### src/rtl/instr_fetch_unit.sv
// instr_fetch_unit: RV32I fetch front end.
// Owns the fetch PC and issues word reads to instruction memory under a credit limit.
// Returned words are buffered in a small FIFO and presented to the decoder as {instr, pc}.
// Taken-branch/jump redirects restart fetch and squash every wrong-path word still in flight.

module instr_fetch_unit #(
    parameter logic [31:0] RESET_PC = 32'h0000_0000,
    parameter int          DEPTH    = 2
) (
    input  logic        clk,
    input  logic        rst_n,

    // instruction memory request port
    output logic        imem_req_valid,
    output logic [31:0] imem_req_addr,
    input  logic        imem_req_ready,

    // instruction memory response port
    input  logic        imem_rsp_valid,
    input  logic [31:0] imem_rsp_data,

    // decoder side
    output logic        instr_valid,
    output logic [31:0] instr,
    output logic [31:0] instr_pc,
    input  logic        instr_ready,

    // branch/jump redirect
    input  logic        redirect_valid,
    input  logic [31:0] redirect_pc
);

    // AW addresses the FIFO storage; CW holds any count from 0 up to 2*DEPTH-1,
    // which covers fifo_cnt + out_cnt without overflow.
    localparam int             AW      = (DEPTH > 1) ? $clog2(DEPTH) : 1;
    localparam int             CW      = AW + 1;
    localparam logic [CW-1:0]  DEPTH_C = CW'(DEPTH);
    localparam logic [AW-1:0]  PTR_ONE = AW'(1);

    // fetch and response program counters
    logic [31:0]   r_fetchPc;
    logic [31:0]   r_rspPc;

    // FIFO occupancy, outstanding reads and reads still to be squashed
    logic [CW-1:0] r_fifoCnt;
    logic [CW-1:0] r_outCnt;
    logic [CW-1:0] r_discardCnt;

    // FIFO pointers and storage
    logic [AW-1:0] r_rdPtr;
    logic [AW-1:0] r_wrPtr;
    logic [31:0]   r_memInstr [DEPTH];
    logic [31:0]   r_memPc    [DEPTH];

    // combinational helpers
    logic [CW-1:0] w_creditSum;
    logic          w_reqValid;
    logic          w_reqFire;
    logic          w_instrValid;
    logic          w_pop;
    logic          w_rspIn;
    logic          w_rspDrop;
    logic          w_push;
    logic [31:0]   w_redirectPc;
    logic [CW-1:0] w_rspInCnt;
    logic [CW-1:0] w_reqFireCnt;
    logic [CW-1:0] w_pushCnt;
    logic [CW-1:0] w_popCnt;

    // Every outstanding read owns a FIFO slot, so a request is only allowed while
    // buffered plus in-flight words leave room; discarded reads still hold their slot
    // until the memory returns them.
    assign w_creditSum  = r_fifoCnt + r_outCnt;
    assign w_reqValid   = rst_n & ~redirect_valid & (w_creditSum < DEPTH_C);
    assign w_reqFire    = w_reqValid & imem_req_ready;

    assign w_instrValid = rst_n & (r_fifoCnt != '0) & ~redirect_valid;
    assign w_pop        = w_instrValid & instr_ready;

    // A response is squashed while older wrong-path reads remain, and always in a
    // redirect cycle because the whole in-flight set is being abandoned.
    assign w_rspIn      = rst_n & imem_rsp_valid;
    assign w_rspDrop    = (r_discardCnt != '0);
    assign w_push       = w_rspIn & ~w_rspDrop & ~redirect_valid;

    assign w_redirectPc = redirect_pc & ~32'h0000_0003;

    assign w_rspInCnt   = {{(CW-1){1'b0}}, w_rspIn};
    assign w_reqFireCnt = {{(CW-1){1'b0}}, w_reqFire};
    assign w_pushCnt    = {{(CW-1){1'b0}}, w_push};
    assign w_popCnt     = {{(CW-1){1'b0}}, w_pop};

    // While reset is held the outputs show the reset PC and zero data rather than stale FIFO contents.
    assign imem_req_valid = w_reqValid;
    assign imem_req_addr  = rst_n ? r_fetchPc : RESET_PC;
    assign instr_valid    = w_instrValid;
    assign instr          = rst_n ? r_memInstr[r_rdPtr] : 32'h0000_0000;
    assign instr_pc       = rst_n ? r_memPc[r_rdPtr]    : RESET_PC;

    // Control state: PCs, counters and pointers; redirect overrides all normal activity.
    always_ff @(posedge clk) begin
        if (!rst_n) begin
            r_fetchPc    <= RESET_PC;
            r_rspPc      <= RESET_PC;
            r_fifoCnt    <= '0;
            r_outCnt     <= '0;
            r_discardCnt <= '0;
            r_rdPtr      <= '0;
            r_wrPtr      <= '0;
        end else if (redirect_valid) begin
            r_fetchPc    <= w_redirectPc;
            r_rspPc      <= w_redirectPc;
            r_fifoCnt    <= '0;
            r_rdPtr      <= '0;
            r_wrPtr      <= '0;
            r_outCnt     <= r_outCnt - w_rspInCnt;
            r_discardCnt <= r_outCnt - w_rspInCnt;
        end else begin
            if (w_reqFire) begin
                r_fetchPc <= r_fetchPc + 32'd4;
            end
            r_outCnt <= r_outCnt + w_reqFireCnt - w_rspInCnt;
            if (w_rspIn) begin
                if (w_rspDrop) begin
                    r_discardCnt <= r_discardCnt - {{(CW-1){1'b0}}, 1'b1};
                end else begin
                    r_rspPc <= r_rspPc + 32'd4;
                end
            end
            if (w_push) begin
                r_wrPtr <= r_wrPtr + PTR_ONE;
            end
            if (w_pop) begin
                r_rdPtr <= r_rdPtr + PTR_ONE;
            end
            r_fifoCnt <= r_fifoCnt + w_pushCnt - w_popCnt;
        end
    end

    // FIFO storage write; contents need no reset since the count gates visibility.
    always_ff @(posedge clk) begin
        if (w_push) begin
            r_memInstr[r_wrPtr] <= imem_rsp_data;
            r_memPc[r_wrPtr]    <= r_rspPc;
        end
    end

    // Structural invariants of the credit scheme.
    a_noOverflow : assert property (@(posedge clk) disable iff (!rst_n)
        w_push |-> (r_fifoCnt < DEPTH_C));
    a_rspExpected : assert property (@(posedge clk) disable iff (!rst_n)
        imem_rsp_valid |-> (r_outCnt != '0));
    a_creditBound : assert property (@(posedge clk) disable iff (!rst_n)
        w_creditSum <= DEPTH_C);
    a_discardBound : assert property (@(posedge clk) disable iff (!rst_n)
        r_discardCnt <= r_outCnt);
    a_pcDistance : assert property (@(posedge clk) disable iff (!rst_n)
        (r_fetchPc - r_rspPc) == (32'(r_outCnt - r_discardCnt) << 2));

endmodule

### config.mk
export PLATFORM = sky130hd
export DESIGN_NAME = instr_fetch_unit
export DESIGN_NICKNAME = d
export VERILOG_FILES = /design/src/rtl/instr_fetch_unit.sv
export SDC_FILE = /design/constraint.sdc
export NUM_CORES = 1
export LEC_CHECK = 0
export CORE_MARGIN = 2
export CORE_UTILIZATION = 37
export CTS_CLUSTER_DIAMETER = 60
export DETAILED_ROUTE_END_ITERATION = 16
export HOLD_SLACK_MARGIN = 0.08
export PLACE_DENSITY_LB_ADDON = 0.08
export SYNTH_ARGS = -nofsm -noshare
export SYNTH_HDL_FRONTEND = slang
export SYNTH_SLANG_ARGS = --single-unit
### constraint.sdc
create_clock -name clk -period 4.9 [get_ports clk]
set_clock_uncertainty 0.05 [all_clocks]
set_input_delay 0.735 -clock clk [delete_from_list [all_inputs] [get_ports clk]]
set_output_delay 0.735 -clock clk [all_outputs]
set_load 0.02 [all_outputs]
== Word-level counts from Yosys, hierarchy flattened ==
Memory sizes are Yosys's and may differ from the RTL's. A register that Yosys moved wholly into a read port is not among the register bits.
Index checks and enable logic that the tools add are counted.
Storage, ports and cells
  register bits: 72
  memory bits (writable): 128
  bits of input ports: 70
  output and inout port bits: 98
  word-level logic and storage cells: 63
  memories kept: 2
Operators by class
  $add $sub $neg: 11
  magnitude comparators: 1
  equal/unequal tests: 1
  mux-type cells: 18
  bitwise logic cells: 12
  reductions and logical operators: 9
Memories
  r_memInstr: words 2, bits a word 32, rd ports 1, clocked after Yosys merged registers in 1, wr ports 1, RTL line 52  | logic [31:0] r_memInstr [DEPTH];
  r_memPc: words 2, bits a word 32, rd ports 1, clocked after Yosys merged registers in 1, wr ports 1, RTL line 53  | logic [31:0] r_memPc [DEPTH];
Operators by type and width (count)
  2-to-1 mux 32 bit: 8
  adder 32 x 3 -> 32 bit (second input constant): 2
  nonzero test 2 bit: 5
  AND 1 bit: 9
  2-to-1 mux 2 bit: 4
  2-to-1 mux 1 bit: 6
  AND reduction 2 bit: 3
  subtractor 2 x 1 -> 2 bit: 3
  adder 2 x 1 -> 2 bit: 2
  NOT 1 bit: 3
  adder 1 bit (second input constant): 2
  adder 2 bit: 1
  less-than comparator 2 bit (second input constant): 1
  inequality test 2 bit (second input constant): 1
  OR reduction 2 bit: 1
  subtractor 2 x 1 -> 2 bit (second input constant): 1

== Longest topological paths before layout ==
  depth in word-level cells: 7
  gate-level depth with buffers: 11
  depth with buffers taken out: 10

== Worst setup path after synthesis ==
No wires, ideal clock.
  path type: in2reg
  from: input port imem_rsp_valid
  to: memory r_memInstr[0][0], enable pin
  library setup time: 484 ps
  arrival: 3770 ps
  required time: 4366 ps
  slack: 596 ps
  stages: 4
  path buffers: 1
  cell sequence: and3_1 > clkbuf_1 > nand2_1 > nor2_1
On the way
  word-level cells in the longest chain between the ends: 5
Ends and longest elaborated chain
  start, declared: RTL line 19  | input logic imem_rsp_valid,
  AND 1 bit: RTL line 82  | assign w_rspIn = rst_n & imem_rsp_valid;
  AND 1 bit (2 in a row): RTL line 84  | assign w_push = w_rspIn & ~w_rspDrop & ~redirect_valid;
  2-to-1 mux 1 bit: RTL line 142  | if (w_push) begin
  2-to-1 mux 1 bit (not written as such): RTL line 143  | r_memInstr[r_wrPtr] <= imem_rsp_data;
  end, declared: RTL line 52
No other way between the ends.

== Worst setup path in the final report ==
  from: input port rst_n
  to: output port imem_req_addr[22]
On the way
  word-level cells in the longest chain between the ends: 1
Ends and longest elaborated chain
  start, declared: RTL line 11  | input logic rst_n,
  2-to-1 mux 32 bit: RTL line 95  | assign imem_req_addr = rst_n ? r_fetchPc : RESET_PC;
  end, declared: RTL line 15  | output logic [31:0] imem_req_addr,
No other way between the ends.

==> results.json <==
{
  "hold_viol": 0,
  "drt-initial-drc-count": 234,
  "synthCells": 719,
  "boundaryPins": 168,
  "row_count": 55,
  "end_kind": "primary output",
  "p_per_area_nw_per_um2": 334,
  "netlist_area_um2": 8500,
  "hold_path_depth": 0,
  "crit_arrival_ns": 2.62,
  "path_max_fanout": 93,
  "critical_path_class": "in2out",
  "overflow": 0,
  "antenna_left": 0,
  "min_path_type": "reg2reg",
  "finalSetupViolCount": 0,
  "fin_setup_tns_ns": 0,
  "grt_pass1_wl_um": 30900,
  "fin_util_pct": 49.0,
  "period_needed_ns": 3.40,
  "clkSinkCount": 193,
  "grt.total_usage_pct": 16.3,
  "synth.distinct_cells": 36,
  "final_common_cell": "clkdlybuf4s50_1",
  "synth-main-ff-cell": "edfxtp_1",
  "layout_common_cells": "clkdlybuf4s50_1, edfxtp_1, dfxtp_1, nor2b_1, mux2i_1",
  "cts.clk_slew.worst_paths_ns": 0.07,
  "clockRootBuffer": "clkbuf_16",
  "core-area_um2": 22600,
  "power_uw": 3700,
  "finalNetCount": 946,
  "cts-resized-gates": 0,
  "cp-start-kind": "input port",
  "synth-seq-cells": 193,
  "dr.max_layer_used": "met4",
  "clk_latency_ns": 0.43,
  "grt_antenna_before_repair": 0,
  "synthToLayoutAreaGrowth_pct": 30.0,
  "worst_slew_pin_slew_ns": 1.19,
  "clk_path_buf_depth": 2,
  "synthTopCellsByArea": "edfxtp_1, dfxtp_1, mux2i_1",
  "die_y_um": 156,
  "cts_tree": "yes",
  "ir_worst_vdd_mv": 0.181,
  "period_share_pct": 69.4,
  "die_width_um": 156,
  "routedWlPerCell_um": 16.7,
  "drv_cap": 0,
  "ys_seq_area_share_pct": 60.0,
  "vias": 5863,
  "met1Wirelength_um": 9580,
  "rrSetupSlack_ns": 2.30,
  "p_leak_uw": 0.00357,
  "holdBufCountCts": 0,
  "synth_top_area_share_pct": 43.8,
  "h-tree-depth": 4,
  "rsz0062_at_grt": "no",
  "max_slew_margin_pct": 20.1,
  "drc_errors": 0,
  "status": "completed",
  "cts_buffers": 17,
  "met3WireLength_um": 959,
  "antenna_cells": 0,
  "die-area_um2": 24200,
  "async_reset_ff_share_pct": 0,
  "fmax_mhz": 294,
  "ys_warn_count": 0,
  "yosysTopAreaCell": "edfxtp_1",
  "worst_r2r_path_depth": 7,
  "synth_edf_count": 124,
  "syn_area_per_cell_um2": 11.8,
  "gp_congestion": 0.787,
  "dr_wl_met2_um": 8700,
  "detail_route.first_pass.iterations": 4,
  "drive_above_1_share_pct": 5.22,
  "postCtsSetupBuffers": 0,
  "dp_hpwl_um": 13200,
  "grt_pass1_vias": 5821,
  "drt_wl_total_um": 19500,
  "grt_max_degree": 94,
  "drv_slew": 0,
  "start_util_pct": 37.7,
  "numPortBuffers": 161,
  "vias_per_cell": 5.03,
  "crit_required_ns": 4.12
}
Yosys cell counts, types with 4 or more instances:
cell and number:
nand3_1 22, edfxtp_1 124, nand2_1 33, a21oi_1 53, xor2_1 28, buf_1 4, ha_1 8, inv_1 12
buf_4 4, o21ai_0 34, and4_1 6, clkbuf_1 33, a31oi_1 7, and2_1 35, nor4_1 17, xnor2_1 33
nor3_1 6, dfxtp_1 69, nor2_1 14, mux2i_1 63, and3_1 9, or4_1 4, nor2b_1 65, nand4_1 19
routing by layer:
metal / GRT usage (%) / vias up
met3: 3.86 / 17
met4: 4.37 / 0
met1: 22.7 / 2814
met5: 0 / -
li1: - / 2872
met2: 25.5 / 160
stage by stage:
step                area, µm²  instances  hold WS (ns)  worst slack [ns]
CTS                     11100       1166         0.446              1.46
finish                  11100       1166         0.451              1.50
detailed placement      10400       1134         0.419              1.46
global route            11100       1166         0.469              1.30
floorplan                8520        722         0.395             0.596
global placement        10400       1134         0.412              1.52
power by group:
group | switching (µW) | internal (µW)
Clock | 602 | 888
Combinational | 183 | 176
Sequential | 57.0 | 1790
Total | 843 | 2850
cells by family (layout without fill, tap and decap cells):
| logic type | Yosys count | in the layout | share of synthesized area [%] |
|---|---|---|---|
| DFF | 193 | 193 | 60.0 |
| adders and majority gates | 8 | 8 | 1.18 |
| other | 1 | 4 | 0.0441 |
| xor gates and xnor gates | 62 | 62 | 6.47 |
| and+or+nand+nor | 235 | 235 | 15.8 |
| AOI/OAI and AO/OA | 102 | 102 | 6.36 |
| buffers and inverters | 54 | 213 | 2.57 |
| muxes | 64 | 64 | 7.55 |
worst paths after layout:
kind                   start           endpoint
max reg2reg  r_discardCnt[0]        r_rspPc[31]
min reg2reg      r_rspPc[31]     r_memPc[0][31]
max                    rst_n  imem_req_addr[22]
min              r_rspPc[31]     r_memPc[0][31]
flip-flops by register name, summed over array words and instances (netlist names), named ones only:
name	flops
r_discardCnt	2
r_fetchPc	30
r_fifoCnt	2
r_memInstr	64
r_memPc	60
r_outCnt	2
r_rdPtr	1
r_rspPc	30
r_wrPtr	1
final cells by class:
class                           count  area (µm²)
Clock buffer                       24         541
Clock inverter                      8         109
Fill cell                        2048       11500
Inverter                           12        45.0
Multi-Input combinational cell    475        3200
Sequential cell                   193        5110
Tap cell                          285         357
Timing Repair Buffer              169        1690
worst max-delay path, stage by stage:
cell and delay [ns]:
buf_4 0.57, buf_4 0.43, and2_1 0.20, clkdlybuf4s50_1 0.60
Power figures use the tool's default switching activity.
